==> config.mk <==
export PLATFORM = sky130hd
export DESIGN_NAME = fetch_queue_unit
export DESIGN_NICKNAME = d
export VERILOG_FILES = /design/src/rtl/fetch_queue_unit_pkg.sv /design/src/rtl/fetch_fifo.sv /design/src/rtl/fetch_queue_unit.sv
export SDC_FILE = /design/constraint.sdc
export NUM_CORES = 1
export LEC_CHECK = 0
export CAP_MARGIN = 20
export CELL_PAD_IN_SITES_DETAIL_PLACEMENT = 2
export CELL_PAD_IN_SITES_GLOBAL_PLACEMENT = 2
export CORE_MARGIN = 3
export CORE_UTILIZATION = 45
export DETAILED_ROUTE_END_ITERATION = 16
export GPL_TIMING_DRIVEN = 0
export PLACE_DENSITY = 0.89
export REMOVE_ABC_BUFFERS = 1
export SYNTH_ARGS = -nofsm -noshare
export SYNTH_HDL_FRONTEND = slang
export SYNTH_SLANG_ARGS = --single-unit
==> constraint.sdc <==
create_clock -name clk -period 8 [get_ports clk]
set_input_delay 1.6 -clock clk [delete_from_list [all_inputs] [get_ports clk]]
set_output_delay 1.6 -clock clk [all_outputs]
set_load 0.005 [all_outputs]
==> src/rtl/fetch_queue_unit_pkg.sv <==
`default_nettype none
// ============================================================================
//  Module      : fetch_queue_unit_pkg
//  Description : Shared widths, reset PC and fetch-packet field offsets for
//                the instruction-fetch queue unit.
//  Revision    : 1.0 - initial release
// ============================================================================
package fetch_queue_unit_pkg;

    localparam int              FQ_ADDR_WIDTH = 32;
    localparam int              FQ_INST_WIDTH = 32;
    localparam int              FQ_PKT_WIDTH  = FQ_ADDR_WIDTH + FQ_INST_WIDTH;
    localparam logic [31:0]     FQ_PC_RESET   = 32'h0000_0000;

    // Packet layout: {pc, inst}, instruction in the low bits
    localparam int              PKT_INST_LSB  = 0;
    localparam int              PKT_PC_LSB    = FQ_INST_WIDTH;

endpackage : fetch_queue_unit_pkg
`default_nettype wire

==> src/rtl/fetch_fifo.sv <==
`default_nettype none
// ============================================================================
//  Module      : fetch_fifo
//  Description : Generic synchronous FIFO with flush, full/empty and count.
//                DEPTH need not be a power of two. A push while full is only
//                accepted when a pop frees the slot in the same cycle; a pop
//                while empty is ignored. Flush overrides push and pop.
//  Revision    : 1.0 - initial release
// ============================================================================
module fetch_fifo #(
    parameter int WIDTH = 8,
    parameter int DEPTH = 4
) (
    input  logic                         clk,
    input  logic                         rst_n,
    input  logic                         push,
    input  logic [WIDTH-1:0]             wdata,
    input  logic                         pop,
    input  logic                         flush,
    output logic [WIDTH-1:0]             rdata,
    output logic                         full,
    output logic                         empty,
    output logic [$clog2(DEPTH+1)-1:0]   count
);

    localparam int PTR_W = (DEPTH > 1) ? $clog2(DEPTH) : 1;
    localparam int CNT_W = $clog2(DEPTH+1);

    logic [WIDTH-1:0] r_mem [DEPTH];
    logic [PTR_W-1:0] r_wr_ptr;
    logic [PTR_W-1:0] r_rd_ptr;
    logic [CNT_W-1:0] r_count;
    logic             w_do_push;
    logic             w_do_pop;

    function automatic logic [PTR_W-1:0] ptr_next(input logic [PTR_W-1:0] p);
        return (p == PTR_W'(DEPTH-1)) ? '0 : p + PTR_W'(1);
    endfunction

    assign full      = (r_count == CNT_W'(DEPTH));
    assign empty     = (r_count == '0);
    assign count     = r_count;
    assign rdata     = r_mem[r_rd_ptr];
    assign w_do_pop  = pop && !empty;
    assign w_do_push = push && (!full || pop);

    // Pointer and occupancy bookkeeping
    always_ff @(posedge clk or negedge rst_n) begin
        if (!rst_n) begin
            r_wr_ptr <= '0;
            r_rd_ptr <= '0;
            r_count  <= '0;
        end else if (flush) begin
            r_wr_ptr <= '0;
            r_rd_ptr <= '0;
            r_count  <= '0;
        end else begin
            if (w_do_push) r_wr_ptr <= ptr_next(r_wr_ptr);
            if (w_do_pop)  r_rd_ptr <= ptr_next(r_rd_ptr);
            case ({w_do_push, w_do_pop})
                2'b10:   r_count <= r_count + CNT_W'(1);
                2'b01:   r_count <= r_count - CNT_W'(1);
                default: r_count <= r_count;
            endcase
        end
    end

    // Storage array; contents are don't-care until written
    always_ff @(posedge clk) begin
        if (w_do_push && !flush) r_mem[r_wr_ptr] <= wdata;
    end

endmodule : fetch_fifo
`default_nettype wire

==> src/rtl/fetch_queue_unit.sv <==
`default_nettype none
// ============================================================================
//  Module      : fetch_queue_unit
//  Description : Instruction-fetch stage. Issues in-order pipelined requests
//                to I-MEM (up to MAX_OUTSTANDING live), pairs returning
//                instructions with their issued PC, buffers {pc, inst} in a
//                FQ_DEPTH-entry queue and hands packets to Decode under a
//                valid/stall handshake. Redirects flush the queue and mark
//                every in-flight response for discard.
//                Optional macro FETCH_BYPASS_EN: a response arriving at an
//                empty queue is presented to Decode in the same cycle.
//  Revision    : 1.0 - initial release
// ============================================================================
module fetch_queue_unit
    import fetch_queue_unit_pkg::*;
#(
    parameter int                    ADDR_WIDTH      = FQ_ADDR_WIDTH,
    parameter int                    INST_WIDTH      = FQ_INST_WIDTH,
    parameter int                    FQ_DEPTH        = 4,
    parameter int                    MAX_OUTSTANDING = 2,
    parameter logic [ADDR_WIDTH-1:0] PC_RESET        = ADDR_WIDTH'(FQ_PC_RESET)
) (
    input  logic                           clk,
    input  logic                           rst_n,
    input  logic                           i_stall,
    output logic                           o_if_pkt_vld,
    output logic [ADDR_WIDTH+INST_WIDTH-1:0] o_if_pkt_data,
    input  logic                           i_redir,
    input  logic [ADDR_WIDTH-1:0]          i_redir_pc,
    output logic [ADDR_WIDTH-1:0]          o_iaddr,
    output logic                           o_iaddr_vld,
    input  logic                           i_iaddr_rdy,
    input  logic [INST_WIDTH-1:0]          i_inst,
    input  logic                           i_inst_vld
);

    localparam int PKT_W   = ADDR_WIDTH + INST_WIDTH;
    localparam int Q_CNT_W = $clog2(FQ_DEPTH+1);
    localparam int T_CNT_W = $clog2(MAX_OUTSTANDING+1);
    localparam int SUM_W   = $clog2(FQ_DEPTH+MAX_OUTSTANDING+1);
    // Headroom for several back-to-back redirects before old responses drain
    localparam int DISC_W  = T_CNT_W + 4;

    logic [ADDR_WIDTH-1:0] r_pc;
    logic [DISC_W-1:0]     r_discard;

    logic                  w_q_push;
    logic                  w_q_pop;
    logic                  w_q_full;
    logic                  w_q_empty;
    logic [Q_CNT_W-1:0]    w_q_count;
    logic [PKT_W-1:0]      w_q_head;

    logic                  w_trk_full;
    logic                  w_trk_empty;
    logic [T_CNT_W-1:0]    w_trk_count;
    logic [ADDR_WIDTH-1:0] w_trk_head;

    logic                  w_fire;
    logic                  w_live;
    logic                  w_drop;
    logic [SUM_W-1:0]      w_inflight;
    logic [PKT_W-1:0]      w_resp_pkt;

    assign o_iaddr = r_pc;

    // Issue credit, response classification and Decode-side handshake
    always_comb begin
        w_inflight   = SUM_W'(w_q_count) + SUM_W'(w_trk_count);
        // Live outstanding count equals the issued-PC tracker occupancy
        o_iaddr_vld  = rst_n && !i_redir && !w_trk_full &&
                       (w_inflight < SUM_W'(FQ_DEPTH));
        w_fire       = o_iaddr_vld && i_iaddr_rdy;
        w_live       = i_inst_vld && (r_discard == '0);
        w_drop       = i_inst_vld && (r_discard != '0);
        w_resp_pkt   = {w_trk_head, i_inst};
        w_q_pop      = !w_q_empty && !i_stall && !i_redir;
`ifdef FETCH_BYPASS_EN
        o_if_pkt_vld  = !w_q_empty || w_live;
        o_if_pkt_data = !w_q_empty ? w_q_head :
                        (w_live ? w_resp_pkt : '0);
        // A bypassed packet consumed this cycle never enters the queue
        w_q_push      = w_live && !i_redir && !(w_q_empty && !i_stall);
`else
        o_if_pkt_vld  = !w_q_empty;
        o_if_pkt_data = w_q_empty ? '0 : w_q_head;
        w_q_push      = w_live && !i_redir;
`endif
    end

    // PC and discard-count state; redirect takes priority over everything
    always_ff @(posedge clk or negedge rst_n) begin
        if (!rst_n) begin
            r_pc      <= PC_RESET;
            r_discard <= '0;
        end else if (i_redir) begin
            r_pc      <= i_redir_pc;
            // Every in-flight response (old discards plus live ones) is
            // now stale, less the one returning this cycle
            r_discard <= r_discard + DISC_W'(w_trk_count) + DISC_W'(w_fire)
                         - DISC_W'(i_inst_vld);
        end else begin
            if (w_fire) r_pc      <= r_pc + ADDR_WIDTH'(4);
            if (w_drop) r_discard <= r_discard - DISC_W'(1);
        end
    end

    // Credit accounting must make these conditions unreachable
    always_ff @(posedge clk) begin
        if (rst_n) begin
            assert (!(w_q_push && w_q_full && !w_q_pop));
            assert (!(w_live && w_trk_empty));
        end
    end

    fetch_fifo #(
        .WIDTH (PKT_W),
        .DEPTH (FQ_DEPTH)
    ) u_fetch_queue (
        .clk   (clk),
        .rst_n (rst_n),
        .push  (w_q_push),
        .wdata (w_resp_pkt),
        .pop   (w_q_pop),
        .flush (i_redir),
        .rdata (w_q_head),
        .full  (w_q_full),
        .empty (w_q_empty),
        .count (w_q_count)
    );

    fetch_fifo #(
        .WIDTH (ADDR_WIDTH),
        .DEPTH (MAX_OUTSTANDING)
    ) u_issued_pc (
        .clk   (clk),
        .rst_n (rst_n),
        .push  (w_fire),
        .wdata (r_pc),
        .pop   (w_live),
        .flush (i_redir),
        .rdata (w_trk_head),
        .full  (w_trk_full),
        .empty (w_trk_empty),
        .count (w_trk_count)
    );

endmodule : fetch_queue_unit
`default_nettype wire
After elaboration in Yosys (flattened, before gate mapping)
Memory sizes are Yosys's and may differ from the RTL's.
Index checks and enable logic that the tools add are counted.
{ "classes": {"reduce_logical": 35, "order_cmp": 1, "shifts": 0, "n_mul": 0, "div_mod_pow": 0, "mux": 25, "eq_ne": 8, "n_addsub": 14, "bitwise": 0} }
{ "ops": {"columns": ["cell", "n"], "rows": [
  ["2-to-1 mux 32 bit", 2],
  ["2-to-1 mux 64 bit", 1],
  ["adder 32 x 3 -> 32 bit, second input constant", 1],
  ["logical AND 1 bit", 15],
  ["2-to-1 mux 2 bit", 7],
  ["2-to-1 mux 6 bit", 2],
  ["nonzero test 2 bit", 6],
  ["equality test 2 bit, second input constant", 5],
  ["2-to-1 mux 1 bit", 10],
  ["adder 2 x 1 -> 2 bit, second input constant", 3],
  ["adder 6 x 1 -> 6 bit", 1],
  ["adder 6 x 2 -> 6 bit", 1],
  ["logical NOT 1 bit", 6],
  ["logical NOT 6 bit", 1],
  ["case mux 3 bit (2 select lines)", 1],
  ["nonzero test 3 bit", 2],
  ["nonzero test 6 bit", 1],
  ["subtractor 6 x 1 -> 6 bit", 1],
  ["subtractor 6 x 1 -> 6 bit, second input constant", 1],
  ["equality test 2 x 1 -> 1 bit, second input constant", 2],
  ["case mux 2 bit (2 select lines)", 1],
  ["adder 3 x 1 -> 3 bit, second input constant", 1],
  ["adder 3 x 2 -> 3 bit", 1],
  ["equality test 3 bit, second input constant", 1],
  ["other kinds (8)", 10]
]} }
{ "word_totals": {"rom_bits": 0, "reg_bits": 49, "latch_bits": 0, "memories": 2, "mem_bits_rw": 320, "wordCells": 93, "in_bits": 70, "output_inout_bits": 98} }
{ "mem_list": {"columns": ["memory", "words", "word_bits", "read_ports", "rd_clocked_by_memory_dff", "write_ports", "line", "rtl"], "rows": [
  ["u_fetch_queue.r_mem", 4, 64, 1, 0, 1, "fetch_fifo.sv:29", "logic [WIDTH-1:0] r_mem [DEPTH];"],
  ["u_issued_pc.r_mem", 2, 32, 1, 0, 1, "fetch_fifo.sv:29", null]
]} }

Logic depth before layout (Yosys ltp)
{ "logic_depth": {"depth_word": 9, "depth_mapped": 13} }

By module
A second synthesis with hierarchy kept.
{ "hier_totals": {"hier_cells": 900, "hier_area_um2": 15492.4} }
{ "modules_own_cells": {"columns": ["mod", "area_each_um2", "cells_each", "instances"], "rows": [
  ["fetch_fifo (u_fetch_queue)", 9800.6, 400, 1],
  ["fetch_queue_unit", 3148.0, 375, 1],
  ["fetch_fifo (u_issued_pc)", 2543.7, 125, 1]
]} }

Worst setup path after synthesis
OpenSTA, ideal clock, no wires.
{ "synth_timing": {"path_kind": "input to register", "start": "in i_redir", "end": "mem u_issued_pc.r_mem[0][0] (netlist name), enable pin", "path_stages": 7, "setup_slack_ns": 3.621, "arrival_time_ns": 3.962, "path_buffers": 2, "path_cell_list": "buf_6 -> nor2b_1 -> nand3_1 -> nor2_2 -> inv_2 -> buf_4 -> nor3_2"} }
{ "synth_via": {"elab_chain_len": 9} }
{ "synth_rtl": {"columns": ["item", "line", "rtl"], "rows": [
  ["start, declared", "fetch_queue_unit.sv:28", "input logic i_redir,"],
  ["logical NOT 1 bit (*)", "fetch_fifo.sv:70, fetch_queue_unit.sv:71", null],
  ["logical AND 1 bit (3 in series)", "fetch_queue_unit.sv:71", "o_iaddr_vld = rst_n && !i_redir && !w_trk_full &&"],
  ["logical AND 1 bit", "fetch_queue_unit.sv:73", "w_fire = o_iaddr_vld && i_iaddr_rdy;"],
  ["logical AND 1 bit", "fetch_fifo.sv:45", "assign w_do_push = push && (!full || pop);"],
  ["logical AND 1 bit (*)", "fetch_fifo.sv:70", "if (w_do_push && !flush) r_mem[r_wr_ptr] <= wdata;"],
  ["2-to-1 mux 1 bit (*)", "fetch_fifo.sv:70", null],
  ["2-to-1 mux 1 bit (implied by the code) (*)", "fetch_fifo.sv:70", null],
  ["end, declared", "fetch_fifo.sv:29", null]
]} }
Mark *: on every way between the ends. The rest lies on a longest branch, timed or not.

Final worst setup path
{ "layout_timing": {"start": "in rst_n", "end": "reg r_discard[4]"} }
{ "layout_via": {"elab_chain_len": 7} }
{ "layout_rtl": {"columns": ["item", "line", "rtl"], "rows": [
  ["start, declared", "fetch_queue_unit.sv:24", "input logic rst_n,"],
  ["logical AND 1 bit (3 in series)", "fetch_queue_unit.sv:71", null],
  ["logical AND 1 bit", "fetch_queue_unit.sv:73", null],
  ["adder 6 x 1 -> 6 bit", "fetch_queue_unit.sv:100", "r_discard <= r_discard + DISC_W'(w_trk_count) + DISC_W'(w_fire)"],
  ["subtractor 6 x 1 -> 6 bit", "fetch_queue_unit.sv:101", "- DISC_W'(i_inst_vld);"],
  ["2-to-1 mux 6 bit", "fetch_queue_unit.sv:96", "end else if (i_redir) begin"],
  ["end signal, assigned", "fetch_queue_unit.sv:100", null],
  ["end signal, assigned", "fetch_queue_unit.sv:104", "if (w_drop) r_discard <= r_discard - DISC_W'(1);"],
  ["end, declared", "fetch_queue_unit.sv:45", "logic [DISC_W-1:0] r_discard;"]
]} }
No other way between the ends.
A chain may end at the register's enable or synchronous reset.

==> metrics.md <==
| Metric | Value |
|---|---|
| Status | finished clean |
| Worst Path Arrival | 5980 ps |
| Via count | 9,142 |
| Synth Area per Inst | 17.5 µm² |
| Power consumption | 0.00551 W |
| Commonest non-fill, non-tap cells in the layout | edfxtp_1 (320), clkdlybuf4s50_1 (165), and2_1 (66) |
| Fin util | 57.1% |
| CTS tree | built |
| Most common cell after layout, fill and taps aside | edfxtp_1 |
| Starting DRC count in detailed routing | 933 |
| Clock latency on the worst-skew pair | 540 ps |
| Vias in the first global route | 10,099 |
| Largest net degree at the start of global routing | 56 |
| Setup Buffers After CTS | 0 |
| Peak supply drop | 0.157 mV |
| Post-detail-place hpwl | 29,700 µm |
| Detail Route Antenna Nets | 0 |
| CP max-delay cell | nor2_2 |
| Num CTS Buffers | 40 |
| DRC | 0 |
| Core area | 32,900 µm² |
| Leakage power figure | 6.24 nW |
| YS warnings | 0 |
| Clock skew | 19.6 ps |
| H-tree levels | 2 |
| PwrDens | 293 nW/µm² |
| N_diodes | 0 |
| Met1 usage in global routing | 35.9% |
| GR Layer Usage met2 | 48.1% |
| IO Count | 168 |
| Tmin final | 5590 ps |
| Crit-path leading delay family | simple AND/OR/NAND/NOR gates |
| Hold crit path type | flip-flop to flip-flop |
| Final wirelength | 50,600 µm |
| Die ar. | 36,100 µm² |
| Via density per instance | 6.01 |
| Post-synthesis sequential area ratio | 71.2% |
| P_sw | 0.00157 W |
| Synthesis-stage register bit count | 369 |
| Largest stage delay, worst path | 850 ps |
| Setup violators final | 0 |
| Relative slew slack | 31.3% |
| Logic pwr share | 25.2% |
| Number of placed instances, taps included | 1,450 |
| Sw frac | 28.5% |
| Post-Syn Area | 15,200 µm² |
| Worst Tran Pin Value | 1030 ps |
| Fmax | 179 MHz |
| Largest fanout on the critical path | 30 |
| Crit path capture type | flip-flop |
| CP most frequent cell | fa_1 |
| Busiest grt layer | met2 |
| # clock sinks | 369 |
| Detailed Routing Iterations Pass 1 | 5 |
| Gp weighted congestion | 0.779 |
| Non-filler cells, final | 1,520 |
| Die Height | 190 µm |
| CTS hold repair buffers | 0 |
| Flop pwr share | 41.7% |
| Final worst-path cycle share | 69.9% |
| Initial Utilization | 46.2% |
| Grt ovf | 0 |
| Nets@finish | 1,141 |
| Initial antenna violation count | 2 |
| Internal | 0.00394 W |
| Maxcap violations | 0 |
| Clock-pin slew on the worst setup and hold paths | 60 ps |
| Fill cell count | 2,806 |
| Worst EP required | 8390 ps |
| Layout Area Growth over Synthesis | 23.6% |
| GR met3 Demand/Resource | 6.39% |
| First-pass GRT wire length | 74,200 µm |
| Clk pwr share | 33.0% |
| Post-synth cell types | 61 |
| Hold Fails Final Rpt | 0 |
| Clk buf depth | 3 |
| All-Layer GR Usage | 28.3% |
| Synth Flop Type | edfxtp_1 |
| Post-CTS resize count | 0 |
| Post-Synthesis Cells | 869 |
| Async SR Flop Fraction | 13.3% |
| # rows | 66 |
| Root Driver | clkbuf_16 |
| Slew Limit Fails | 0 |
| CP Class | input pin to flip-flop |
| WP buf/inv | 4 |
| Ratio of cells with drive above 1 in the final layout | 17.4% |
| CP Launch Type | input pin |
| IO buf count | 167 |
| EDFF count, synth | 320 |
| Routed len/inst | 33.3 µm |
| CP Cell Sequence | buf_2, buf_12, nor2b_1, nand3_1, nor2_2, inv_2, fa_1, fa_1, inv_1, a21oi_1, o21bai_1, xor2_1, mux2i_1 |
| Unrepaired setup endpoints after global routing | no |
| Die width | 190 µm |
| DP Worst Slack | 1990 ps |
| Min setup slack post-route | 2410 ps |
-- power by group through the flow --
stage	clock network, W	registers (W)	logic [W]
after global placement	0	0.00237	0.00122
after floorplan	0	0.00232	0.000637
final	0.00182	0.00230	0.00139
after global routing	0.00193	0.00231	0.00150
after detailed placement	0	0.00233	0.00136
after CTS	0.00185	0.00230	0.00141
-- through the flow --
step / area [µm²] / hold WS (ps) / TNS [ps]
2_1_floorplan: 15000 / 483 / 0
3_3_place_gp: 17300 / 480 / -31460
3_5_place_dp: 17600 / 512 / 0
4_1_cts: 18800 / 558 / 0
5_1_grt: 18800 / 585 / 0
6_report: 18800 / 554 / 0
-- registers in the layout (all words and copies together), names as in the netlist, 2 cells and up --
signal	count
u_issued_pc.r_mem	64
u_fetch_queue.r_mem	256
u_fetch_queue.r_rd_ptr	2
u_fetch_queue.count	3
u_issued_pc.count	2
r_discard	6
u_fetch_queue.r_wr_ptr	2
o_iaddr	32
-- cell families after synthesis --
family                   share of synthesized area [%]
AND/OR/NAND/NOR                                   7.65
XOR/XNOR                                          1.31
flip-flops                                        71.2
adder cells (fa/ha/maj)                           1.87
multiplexers                                      12.2
buffers and inverters                             1.82
AO/OA/AOI/OAI                                     3.94
-- worst paths after layout --
check                                       start                   endpoint  slack [ps]  cells past startpoint
setup / recovery                            rst_n               r_discard[4]        2410                     13
hold / removal                         o_iaddr[1]    u_issued_pc.r_mem[0][1]         550                      0
setup reg to reg           u_fetch_queue.count[1]               r_discard[4]        3800                     12
hold reg to reg                        o_iaddr[1]    u_issued_pc.r_mem[0][1]         550                      0
max in group asynchronous                   rst_n  u_fetch_queue.r_rd_ptr[0]        6300                      2
min in group asynchronous                   rst_n                 o_iaddr[0]        1080                      1
-- cell usage after synthesis (3+ instances only) --
library cell    n  area share, %
nor2b_1         3           0.12
nor4_1          6           0.25
o211ai_1       10           0.49
a221o_1         4           0.26
mux2_2         34            2.5
o311ai_1        5           0.29
ha_1           18            1.5
o311ai_0        4           0.23
and3_1          6           0.25
xnor2_1        13           0.75
mux4_2         64            9.5
o21ai_0        18           0.59
clkbuf_1       23           0.57
nand4_1         8           0.33
nand3_1        19           0.62
buf_1           5           0.12
edfxtp_1      320             63
and2_1         70            2.9
buf_2           9           0.30
dfrtp_1        49            8.1
mux2i_1         4           0.26
nor3_1         12           0.39
fa_1            3           0.39
a21oi_1        11           0.36
a21o_1          4           0.20
xor2_1          8           0.46
a211oi_1        4           0.20
and4_1          4           0.23
nor2_1         22           0.54
inv_1          25           0.62
or3_1           4           0.16
nand2_1        42            1.0
-- cell type report --
cell class	count	area (µm²)	area share (%)
clock buffer	52	1120	5.94
multi-input combinational	434	4130	21.9
sequential	369	10800	57.6
clock inverter	18	141	0.751
timing repair buffer	179	1940	10.3
inverter	26	97.6	0.518
tap	442	553	2.94
-- routing by layer --
layer,part of all wire (%),vias to the layer above
met5,0.026,-
met4,3.5,2
met3,6.7,110
met2,51,403
met1,39,4865
li1,-,3762
Power figures use the tool's default switching activity.
